[src/rtl/sram_like_arbiter.sv]
// sram_like_arbiter
//   Shares one SRAM-like slave port between two SRAM-like masters: the
//   instruction fetch (master I) and the MEM-stage data access (master D).
//   The address phase is granted by priority (D over I, with starvation
//   relief for I). The grant is held until the slave accepts the address.
//   An in-order owner FIFO steers each data_ok/rdata back to the master
//   that issued the transaction. Up to DEPTH transactions may be outstanding.
module sram_like_arbiter #(
    parameter int DEPTH      = 4,   // max outstanding transactions, power of 2 in 2..8
    parameter int STARVE_MAX = 4    // D grants allowed while I waits before I goes first
) (
    input  logic                       clk,
    input  logic                       rst,

    // master I (instruction fetch)
    input  logic                       i_req,
    input  logic                       i_wr,
    input  logic [1:0]                 i_size,
    input  logic [31:0]                i_addr,
    input  logic [31:0]                i_wdata,
    output logic [31:0]                i_rdata,
    output logic                       i_addr_ok,
    output logic                       i_data_ok,

    // master D (data access)
    input  logic                       d_req,
    input  logic                       d_wr,
    input  logic [1:0]                 d_size,
    input  logic [31:0]                d_addr,
    input  logic [31:0]                d_wdata,
    output logic [31:0]                d_rdata,
    output logic                       d_addr_ok,
    output logic                       d_data_ok,

    // shared slave port
    output logic                       s_req,
    output logic                       s_wr,
    output logic [1:0]                 s_size,
    output logic [31:0]                s_addr,
    output logic [31:0]                s_wdata,
    input  logic [31:0]                s_rdata,
    input  logic                       s_addr_ok,
    input  logic                       s_data_ok,

    // status
    output logic [$clog2(DEPTH+1)-1:0] outstanding,
    output logic                       protocol_err
);

    localparam int CW = $clog2(DEPTH + 1);       // occupancy counter width
    localparam int PW = $clog2(DEPTH);           // FIFO pointer width
    localparam int SW = $clog2(STARVE_MAX + 1);  // starve counter width

    localparam logic [CW-1:0] FULL_CNT   = CW'(DEPTH);
    localparam logic [SW-1:0] STARVE_SAT = SW'(STARVE_MAX);

    // Which master a transaction belongs to; this is the bit stored in the owner FIFO.
    typedef enum logic {
        OWN_I = 1'b0,
        OWN_D = 1'b1
    } owner_e;

    // Address-phase lock: once a request is on the slave port it stays there
    // until s_addr_ok, so the slave never sees the address change under it.
    typedef enum logic [1:0] {
        LK_NONE = 2'd0,
        LK_I    = 2'd1,
        LK_D    = 2'd2
    } lock_e;

    // ------------------------------------------------------------------
    // State
    // ------------------------------------------------------------------
    lock_e           lock_q,   lock_d;
    owner_e          fifo_q    [DEPTH];
    owner_e          fifo_d    [DEPTH];
    logic [PW-1:0]   wr_ptr_q, wr_ptr_d;
    logic [PW-1:0]   rd_ptr_q, rd_ptr_d;
    logic [CW-1:0]   cnt_q,    cnt_d;
    logic [SW-1:0]   starve_q, starve_d;
    logic            perr_q,   perr_d;

    // ------------------------------------------------------------------
    // Combinational helpers
    // ------------------------------------------------------------------
    logic            grant_vld;   // a master is routed to the slave this cycle
    owner_e          grant_own;   // which master is routed (also steers the s_* mux)
    logic            i_starved;   // I has waited through STARVE_MAX D grants
    logic            fifo_full;
    logic            fifo_empty;
    logic            accept;      // address accepted by slave: push owner
    logic            pop;         // data returned for a tracked transaction
    owner_e          head;        // owner of the oldest outstanding transaction

    assign fifo_full  = (cnt_q == FULL_CNT);
    assign fifo_empty = (cnt_q == '0);
    assign i_starved  = i_req && (starve_q == STARVE_SAT);
    assign head       = fifo_q[rd_ptr_q];

    // Arbitration: a held lock wins outright; otherwise D beats I unless I is starved.
    // NOTE: every signal written here gets a default before any branch, so no
    // path leaves it unassigned and no latch is inferred.
    always_comb begin
        grant_vld = 1'b0;
        grant_own = OWN_I;
        if (!rst) begin
            case (lock_q)
                LK_I: begin
                    grant_vld = 1'b1;
                    grant_own = OWN_I;
                end
                LK_D: begin
                    grant_vld = 1'b1;
                    grant_own = OWN_D;
                end
                default: begin
                    // A full FIFO blocks any new grant, even if a data_ok
                    // arrives this cycle: full never pushes and pops at once.
                    if (!fifo_full) begin
                        if (d_req && !i_starved) begin
                            grant_vld = 1'b1;
                            grant_own = OWN_D;
                        end else if (i_req) begin
                            grant_vld = 1'b1;
                            grant_own = OWN_I;
                        end
                    end
                end
            endcase
        end
    end

    // Slave-side mux: forward the selected master's address phase to the slave.
    always_comb begin
        s_req   = 1'b0;
        s_wr    = i_wr;
        s_size  = i_size;
        s_addr  = i_addr;
        s_wdata = i_wdata;
        if (grant_own == OWN_D) begin
            s_wr    = d_wr;
            s_size  = d_size;
            s_addr  = d_addr;
            s_wdata = d_wdata;
        end
        if (grant_vld) begin
            s_req = (grant_own == OWN_D) ? d_req : i_req;
        end
    end

    // Handshake routing: addr_ok to the granted master, data_ok to the FIFO head.
    assign accept    = s_req && s_addr_ok;
    assign i_addr_ok = accept && (grant_own == OWN_I);
    assign d_addr_ok = accept && (grant_own == OWN_D);

    assign pop       = !rst && s_data_ok && !fifo_empty;
    assign i_data_ok = pop && (head == OWN_I);
    assign d_data_ok = pop && (head == OWN_D);

    // Read data is broadcast; each master qualifies it with its own data_ok.
    assign i_rdata   = s_rdata;
    assign d_rdata   = s_rdata;

    assign outstanding  = cnt_q;
    assign protocol_err = perr_q;

    // Next state: lock, owner FIFO, pointers/occupancy, starve counter, error flag.
    always_comb begin
        lock_d   = LK_NONE;
        fifo_d   = fifo_q;
        wr_ptr_d = wr_ptr_q;
        rd_ptr_d = rd_ptr_q;
        cnt_d    = cnt_q;
        starve_d = starve_q;
        perr_d   = perr_q;

        // Lock the current owner while its request waits for s_addr_ok.
        if (s_req && !s_addr_ok) begin
            lock_d = (grant_own == OWN_D) ? LK_D : LK_I;
        end

        // Push the owner on address acceptance; pointers wrap modulo DEPTH.
        if (accept) begin
            fifo_d[wr_ptr_q] = grant_own;
            wr_ptr_d         = wr_ptr_q + PW'(1);
        end
        if (pop) begin
            rd_ptr_d = rd_ptr_q + PW'(1);
        end

        // Simultaneous push and pop leaves occupancy unchanged.
        case ({accept, pop})
            2'b10:   cnt_d = cnt_q + CW'(1);
            2'b01:   cnt_d = cnt_q - CW'(1);
            default: cnt_d = cnt_q;
        endcase

        // Starve counter only measures D grants taken while I was asking.
        if (!i_req || (accept && grant_own == OWN_I)) begin
            starve_d = '0;
        end else if (accept && starve_q != STARVE_SAT) begin
            starve_d = starve_q + SW'(1);
        end

        // Data returned with nothing outstanding: slave broke ordering; sticky.
        if (s_data_ok && fifo_empty) begin
            perr_d = 1'b1;
        end
    end

    // Control state registers with synchronous active-high reset.
    // NOTE: sequential blocks use non-blocking (<=) so every flop samples the
    // pre-edge value; the always_comb blocks above use blocking (=) because
    // they describe ordered combinational evaluation.
    always_ff @(posedge clk) begin
        if (rst) begin
            lock_q   <= LK_NONE;
            wr_ptr_q <= '0;
            rd_ptr_q <= '0;
            cnt_q    <= '0;
            starve_q <= '0;
            perr_q   <= 1'b0;
        end else begin
            lock_q   <= lock_d;
            wr_ptr_q <= wr_ptr_d;
            rd_ptr_q <= rd_ptr_d;
            cnt_q    <= cnt_d;
            starve_q <= starve_d;
            perr_q   <= perr_d;
        end
    end

    // Owner FIFO storage.
    // NOTE: storage is deliberately not reset; an entry is read only after the
    // occupancy count says it was written, so clearing pointers and count empties it.
    always_ff @(posedge clk) begin
        fifo_q <= fifo_d;
    end

endmodule

[config.mk]
export PLATFORM = sky130hd
export DESIGN_NAME = sram_like_arbiter
export DESIGN_NICKNAME = d
export VERILOG_FILES = /design/src/rtl/sram_like_arbiter.sv
export SDC_FILE = /design/constraint.sdc
export NUM_CORES = 1
export LEC_CHECK = 0
export ABC_AREA = 1
export BUFFER_PORTS_ARGS = -buffer_cell sky130_fd_sc_hd__buf_2
export CAP_MARGIN = 20
export CORE_AREA = 4 4 119 121
export CTS_CLUSTER_DIAMETER = 100
export DETAILED_ROUTE_END_ITERATION = 8
export DIE_AREA = 0 0 123 125
export GPL_ROUTABILITY_DRIVEN = 0
export GPL_TIMING_DRIVEN = 0
export HOLD_SLACK_MARGIN = 0.06
export SETUP_SLACK_MARGIN = 0.05
export SYNTH_ARGS = -nofsm -noshare
export SYNTH_HDL_FRONTEND = slang
export SYNTH_SLANG_ARGS = --single-unit
[constraint.sdc]
create_clock -name clk -period 2.9 [get_ports clk]
set_input_delay 0.58 -clock clk [delete_from_list [all_inputs] [get_ports clk]]
set_output_delay 0.58 -clock clk [all_outputs]
set_load 0.005 [all_outputs]
======== Word-level counts from Yosys, hierarchy flattened ========
Cells that the tools add are included.
word-level totals
  output and inout port bits .............. 140
  input bits .............................. 172
  flip-flop bits (word level) ............. 17
operators by class
  bitwise operators ....................... 5
  equality and inequality tests ........... 7
  reductions and logical operators ........ 24
  mux-type cells .......................... 23
  add/sub/neg operators ................... 5
  magnitude comparators ................... 3
operators by type and width
  cell                                                                          number
  32-bit 2-to-1 mux                                                             2
  1-bit 2-to-1 mux                                                              14
  1-bit logical AND                                                             13
  3-bit by 1-bit adder with 3-bit output, second input constant                 2
  3-bit == test, second input constant                                          2
  3-bit greater-or-equal comparator, second input constant                      2
  2-bit inverter with 3-bit output                                              2
  3-bit one-hot mux with 2 select lines                                         1
  2-bit OR reduction                                                            3
  1-bit zero test                                                               5
  2-bit by 1-bit adder with 2-bit output, second input constant                 2
  4-bit bitwise mux                                                             1
  2-bit by 1-bit == test with 1-bit output, second input constant               2
  2-bit == test, second input constant                                          2
  2-bit 2-to-1 mux                                                              2
  3-bit zero test                                                               1
  3-bit by 1-bit less-than comparator with 1-bit output, second input constant  1
  3-bit inequality test, second input constant                                  1
  1-bit inverter                                                                3
  3-bit by 1-bit subtractor with 3-bit output, second input constant            1
  1-bit binary-select mux with 2-bit select                                     1
  1-bit demux with 2-bit select                                                 1
  1-bit one-hot mux with 2 select lines                                         1
  2-bit nonzero test                                                            1
  1-bit logical OR                                                              1

======== Logic depth before layout (Yosys ltp) ========
  depth after elaboration ................. 14
  mapped depth ............................ 18
  gate-level depth less buffers ........... 18

======== Worst setup path before layout ========
Ideal clock, no wire load.
  path type ............................... reg2reg
  start point ............................. register lock_q[0]
  end point ............................... register cnt_q[2], in the netlist outstanding[2]
  period minus slack after synthesis ...... 2.434 ns
  slack ................................... 0.466 ns
  setup time .............................. 0.122 ns
  arrival time ............................ 2.312 ns
  data required time ...................... 2.778 ns
  cell stages (with the launch flop) ...... 19
  cells stage by stage .................... dfxtp_1 -> inv_1 -> ha_1 -> nand2_1 -> inv_1 -> nand2_1 -> nand2_1 -> nor2_2 -> nand3_1 -> nand2_1 -> nor2_8 -> nand2_4 -> ha_1 -> inv_1 -> fa_1 -> a21oi_1 -> o21ai_0 -> o21ai_0 -> a21oi_1
between the ends
  cells in the longest elaborated chain, start to end .. 8
  elaborated cells on any way between the ends .. 14
  classes of those cells .................. eq/ne (4); mux (7); reduce/logical (3)
RTL lines
  item                                                                         line      source
  start, declared                                                              74        lock_e lock_q, lock_d;
  start signal, assigned                                                       224       lock_q <= lock_d;
  2-bit == test or 2-bit by 1-bit == test with 1-bit output (tied branches)    107       case (lock_q)
  1-bit one-hot mux with 2 select lines or 2-bit OR reduction (tied branches)  n/a
  1-bit 2-to-1 mux, on equally long branches                                   106, 107
  1-bit 2-to-1 mux, on equally long branches                                   147, 106
  1-bit 2-to-1 mux *                                                           146       if (grant_vld) begin
  net s_req                                                                    36        output logic s_req,
  1-bit logical AND *                                                          152       assign accept = s_req && s_addr_ok;
  2-bit by 1-bit == test with 1-bit output or 2-bit == test (tied branches)    192       case ({accept, pop})
  3-bit one-hot mux with 2 select lines or 2-bit nonzero test (tied branches)  n/a
  end signal, assigned                                                         227       cnt_q <= cnt_d;
  end, declared                                                                79        logic [CW-1:0] cnt_q, cnt_d;
The timed path passes the listed nets; every way through them passes the cells marked *.
A chain may end at the register's enable or synchronous reset.

======== Worst setup path in the final report ========
  start point ............................. register lock_q[0]
  end point ............................... output port s_wdata[9]
between the ends
  cells in the longest elaborated chain, start to end .. 4
  elaborated cells on any way between the ends .. 5
  classes of those cells .................. eq/ne (2); mux (3)
RTL lines
  item                                                                       line  source
  2-bit == test or 2-bit by 1-bit == test with 1-bit output (tied branches)  107
  1-bit one-hot mux with 2 select lines *                                    107
  1-bit 2-to-1 mux *                                                         106   if (!rst) begin
  32-bit 2-to-1 mux *                                                        140   if (grant_own == OWN_D) begin
  end, declared                                                              40    output logic [31:0] s_wdata,
Mark *: on every way between the ends. The rest lies on a longest branch, timed or not.

==> flow_metrics.env <==
export IMPL_synth_top_cell_area_share=0.365
export IMPL_cp_end_kind="output pin"
export IMPL_die_width_um=123
export IMPL_hpwl_after_detailed_placement_mm=8.46
export IMPL_rr_startpoint="lock_q[0]$_SDFF_PP0_"
export IMPL_grt_antenna_before_repair=2
export IMPL_postSynthCellCount=407
export IMPL_number_of_register_bits_inferred_by_synthesis=17
export IMPL_cts_sinks=17
export IMPL_timing_max_slew_rel_slack=0.689
export IMPL_clock_buffer_depth=2
export IMPL_dr_wl_cell_um=11.1
export IMPL_cp_arrival_ps=2090
export IMPL_yosys_warnings=0
export IMPL_maxCapViolations=0
export IMPL_route_detailed_drc=0
export IMPL_hp_class="reg -> reg"
export IMPL_clock_skew_ps=2.48
export IMPL_status="completed"
export IMPL_synthesis_nets=588
export IMPL_timing_reg2reg_setup_slack_ps=260
export IMPL_dpl_worst_slack_ps=168
export IMPL_tritoncts_clock_tree="done"
export IMPL_worstSkewPairLatency_ps=250
export IMPL_final_hold_viol_count=0
export IMPL_critical_path_reg2reg_endpoint="outstanding[2]$_SDFFE_PP0P_"
export IMPL_critPathCapture="s_wdata[9]"
export IMPL_final_setup_viol_count=0
export IMPL_unrepaired_setup_endpoints_after_global_routing="true"
export IMPL_synth_top_cells_by_area="sky130_fd_sc_hd__nand2_1, sky130_fd_sc_hd__buf_4, sky130_fd_sc_hd__dfxtp_1"
export IMPL_fin_crit_sh=0.920
export IMPL_cts_buffers=3
export IMPL_core_um2=13100
export IMPL_critPathMaxFanout=10
export IMPL_fin_nets=872
export IMPL_yosysSeqAreaShare=0.167
export IMPL_clk_transition_reported_paths_ps=50
export IMPL_die_area_um2=15400
export IMPL_grt_pass1_vias=3112
export IMPL_timing_critical_path_from_type="register"
export IMPL_initial_utilization=0.174
export IMPL_globalRouteTotalUtil=0.112
export IMPL_insertedDiodeCount=0
export IMPL_top_level_ports=312
export IMPL_ant_nets=0
export IMPL_worst_slack_ps=232
export IMPL_post_route_cells_drive_above_1_share=0.536
export IMPL_dr_total_vias=3258
export IMPL_critical_path_startpoint="lock_q[0]$_SDFF_PP0_"
export IMPL_grt_overflow_total=0
export IMPL_final_max_slew_viol_count=0
export IMPL_synth_area_per_cell_um2=5.61
export IMPL_area_growth_pct=75.3
export IMPL_mappedNetlistArea_um2=2280
export IMPL_totalWireLength_mm=9.62
export IMPL_vias_per_cell=3.76
export IMPL_root_buffer="sky130_fd_sc_hd__clkbuf_16"
export IMPL_total_of_buffers_placed_on_input_and_output_ports=278
export IMPL_total_number_of_h_tree_levels=1
export IMPL_tightest_slew_ps=466
export IMPL_synth_lib_cells_used_distinct=24
export IMPL_vdd_drop_max_v=0.000155
export IMPL_min_period_ps=2670
export IMPL_cellPowerDensity_nw_per_um2=284
export IMPL_worst_r2r_path_depth=16
export IMPL_rows=42
export IMPL_cts_hold_buffers=0
export IMPL_total_leakage_power_nw=2.56
export IMPL_grt_start_max_net_pins=14
export IMPL_count_of_tritonroute_iterations_in_the_first_routing_pass=4
export IMPL_grt_pass1_wl_mm=14.4
export IMPL_path_type_of_the_worst_setup_path="reg -> out"
export IMPL_synth_area_leader_cell="sky130_fd_sc_hd__nand2_1"
export IMPL_initialDrtViolationCount=94
export IMPL_required_ps=2320
export IMPL_total_negative_slack_ps=0
export IMPL_fmax_ghz=0.375
export IMPL_dieHeight_um=125
==> cells in the mapped netlist <==
cell type	count
sky130_fd_sc_hd__nand2_4	1
sky130_fd_sc_hd__a32oi_1	1
sky130_fd_sc_hd__xor2_1	1
sky130_fd_sc_hd__edfxtp_1	4
sky130_fd_sc_hd__nor2_8	1
sky130_fd_sc_hd__inv_2	3
sky130_fd_sc_hd__nand2_2	1
sky130_fd_sc_hd__ha_1	8
sky130_fd_sc_hd__nor2_2	1
sky130_fd_sc_hd__nand3_1	7
sky130_fd_sc_hd__buf_1	1
sky130_fd_sc_hd__inv_1	25
sky130_fd_sc_hd__fa_1	1
sky130_fd_sc_hd__nor2_1	14
sky130_fd_sc_hd__a31oi_1	1
sky130_fd_sc_hd__a21oi_1	11
sky130_fd_sc_hd__nand4_1	4
sky130_fd_sc_hd__dfxtp_1	13
sky130_fd_sc_hd__o21ai_0	7
sky130_fd_sc_hd__clkbuf_1	9
sky130_fd_sc_hd__buf_2	2
sky130_fd_sc_hd__buf_4	67
sky130_fd_sc_hd__nor2_4	2
sky130_fd_sc_hd__nand2_1	222
==> cell usage in the layout, fill, tap and decap left out, types with 2 or more instances in the layout <==
cell                        netlist  layout
sky130_fd_sc_hd__o21ai_0          7       7
sky130_fd_sc_hd__nand2_1        222     221
sky130_fd_sc_hd__nand3_1          7       7
sky130_fd_sc_hd__dfxtp_1         13      13
sky130_fd_sc_hd__nor2_1          14      14
sky130_fd_sc_hd__nand2_2          1       2
sky130_fd_sc_hd__inv_2            3       3
sky130_fd_sc_hd__clkbuf_2         0       7
sky130_fd_sc_hd__nand4_1          4       4
sky130_fd_sc_hd__nor2_4           2       2
sky130_fd_sc_hd__edfxtp_1         4       4
sky130_fd_sc_hd__buf_4           67      68
sky130_fd_sc_hd__clkbuf_16        0       3
sky130_fd_sc_hd__a21oi_1         11      11
sky130_fd_sc_hd__ha_1             8       8
sky130_fd_sc_hd__inv_1           25      25
sky130_fd_sc_hd__buf_2            2     280
==> state kept, by name, indices dropped and copies added (netlist names) <==
register and cells:
fifo_q 4, outstanding 3, starve_q 3, lock_q 2, rd_ptr_q 2, wr_ptr_q 2
protocol_err 1
==> how the worst min path moves through the flow <==
stage / start / to / slack (ps) / cells after the start
2_1_floorplan: protocol_err$_SDFFE_PP0P_ / protocol_err$_SDFFE_PP0P_ / 450 / 2
3_3_place_gp: protocol_err$_SDFFE_PP0P_ / protocol_err$_SDFFE_PP0P_ / 450 / 2
3_5_place_dp: protocol_err$_SDFFE_PP0P_ / protocol_err$_SDFFE_PP0P_ / 460 / 2
4_1_cts: protocol_err$_SDFFE_PP0P_ / protocol_err$_SDFFE_PP0P_ / 470 / 2
5_1_grt: protocol_err$_SDFFE_PP0P_ / protocol_err$_SDFFE_PP0P_ / 490 / 2
6_report: protocol_err$_SDFFE_PP0P_ / protocol_err$_SDFFE_PP0P_ / 460 / 2
==> routing by layer <==
layer,GRT usage,up-vias,wire [um]
li1,-,1731,-
met1,0.133,1340,3810
met2,0.206,171,4650
met3,0.0289,12,1010
met4,0.0150,4,116
met5,0,-,40
==> logic make-up after synthesis <==
kind of cell / after synthesis / synth area share
AOI/OAI and AO/OA: 20 / 0.0461
xor gates and xnor gates: 1 / 0.00384
adders and majority gates: 9 / 0.0526
buffers and inverters: 107 / 0.287
DFF: 17 / 0.167
and+or+nand+nor: 253 / 0.444
==> metrics by stage <==
stage	total power [mW]	util	std cells	instance area (um^2)	hold slack (ps)
global placement	0.867	0.298	861	3890	449
floorplan	0.564	-	407	2280	452
detailed placement	0.869	0.298	861	3890	458
global route	1.23	0.306	866	4000	492
finish	1.14	0.306	866	4000	463
CTS	1.15	0.304	865	3970	472
==> area by class of cell <==
type,instances,area (um^2)
Clock inverter,1,5.00
Buffer,79,567
Sequential cell,17,380
Tap cell,176,220
Fill cell,1479,9080
Multi-Input combinational cell,283,1250
Clock buffer,3,75.1
Inverter,28,105
Timing Repair Buffer,279,1400
==> repair_timing <==
action                                  CTS  global route
endpoints found under the setup margin    0            59
resized for setup                         0            21
hold endpoints to repair                  0             0
buffers inserted                          0             1
==> report_power, final <==
group	leakage, nW	internal (mW)	total, mW	switching (mW)
Clock	0.0409	0.184	0.276	0.0917
Combinational	2.37	0.307	0.597	0.290
Sequential	0.143	0.255	0.264	0.00886
Total	2.56	0.747	1.14	0.391
==> critical path, cell delays in order, from the launching register on <==
cell and delay (ps):
sky130_fd_sc_hd__dfxtp_1 300, sky130_fd_sc_hd__inv_1 40, sky130_fd_sc_hd__ha_1 310, sky130_fd_sc_hd__nand2_1 70, sky130_fd_sc_hd__inv_1 30, sky130_fd_sc_hd__nand2_1 60
sky130_fd_sc_hd__nand2_1 90, sky130_fd_sc_hd__nor2_2 130, sky130_fd_sc_hd__nand2_2 150, sky130_fd_sc_hd__buf_4 230, sky130_fd_sc_hd__buf_4 180, sky130_fd_sc_hd__nand2_1 70
sky130_fd_sc_hd__nand2_1 40, sky130_fd_sc_hd__buf_2 120
Note: power is estimated with default switching activity, not from simulation.
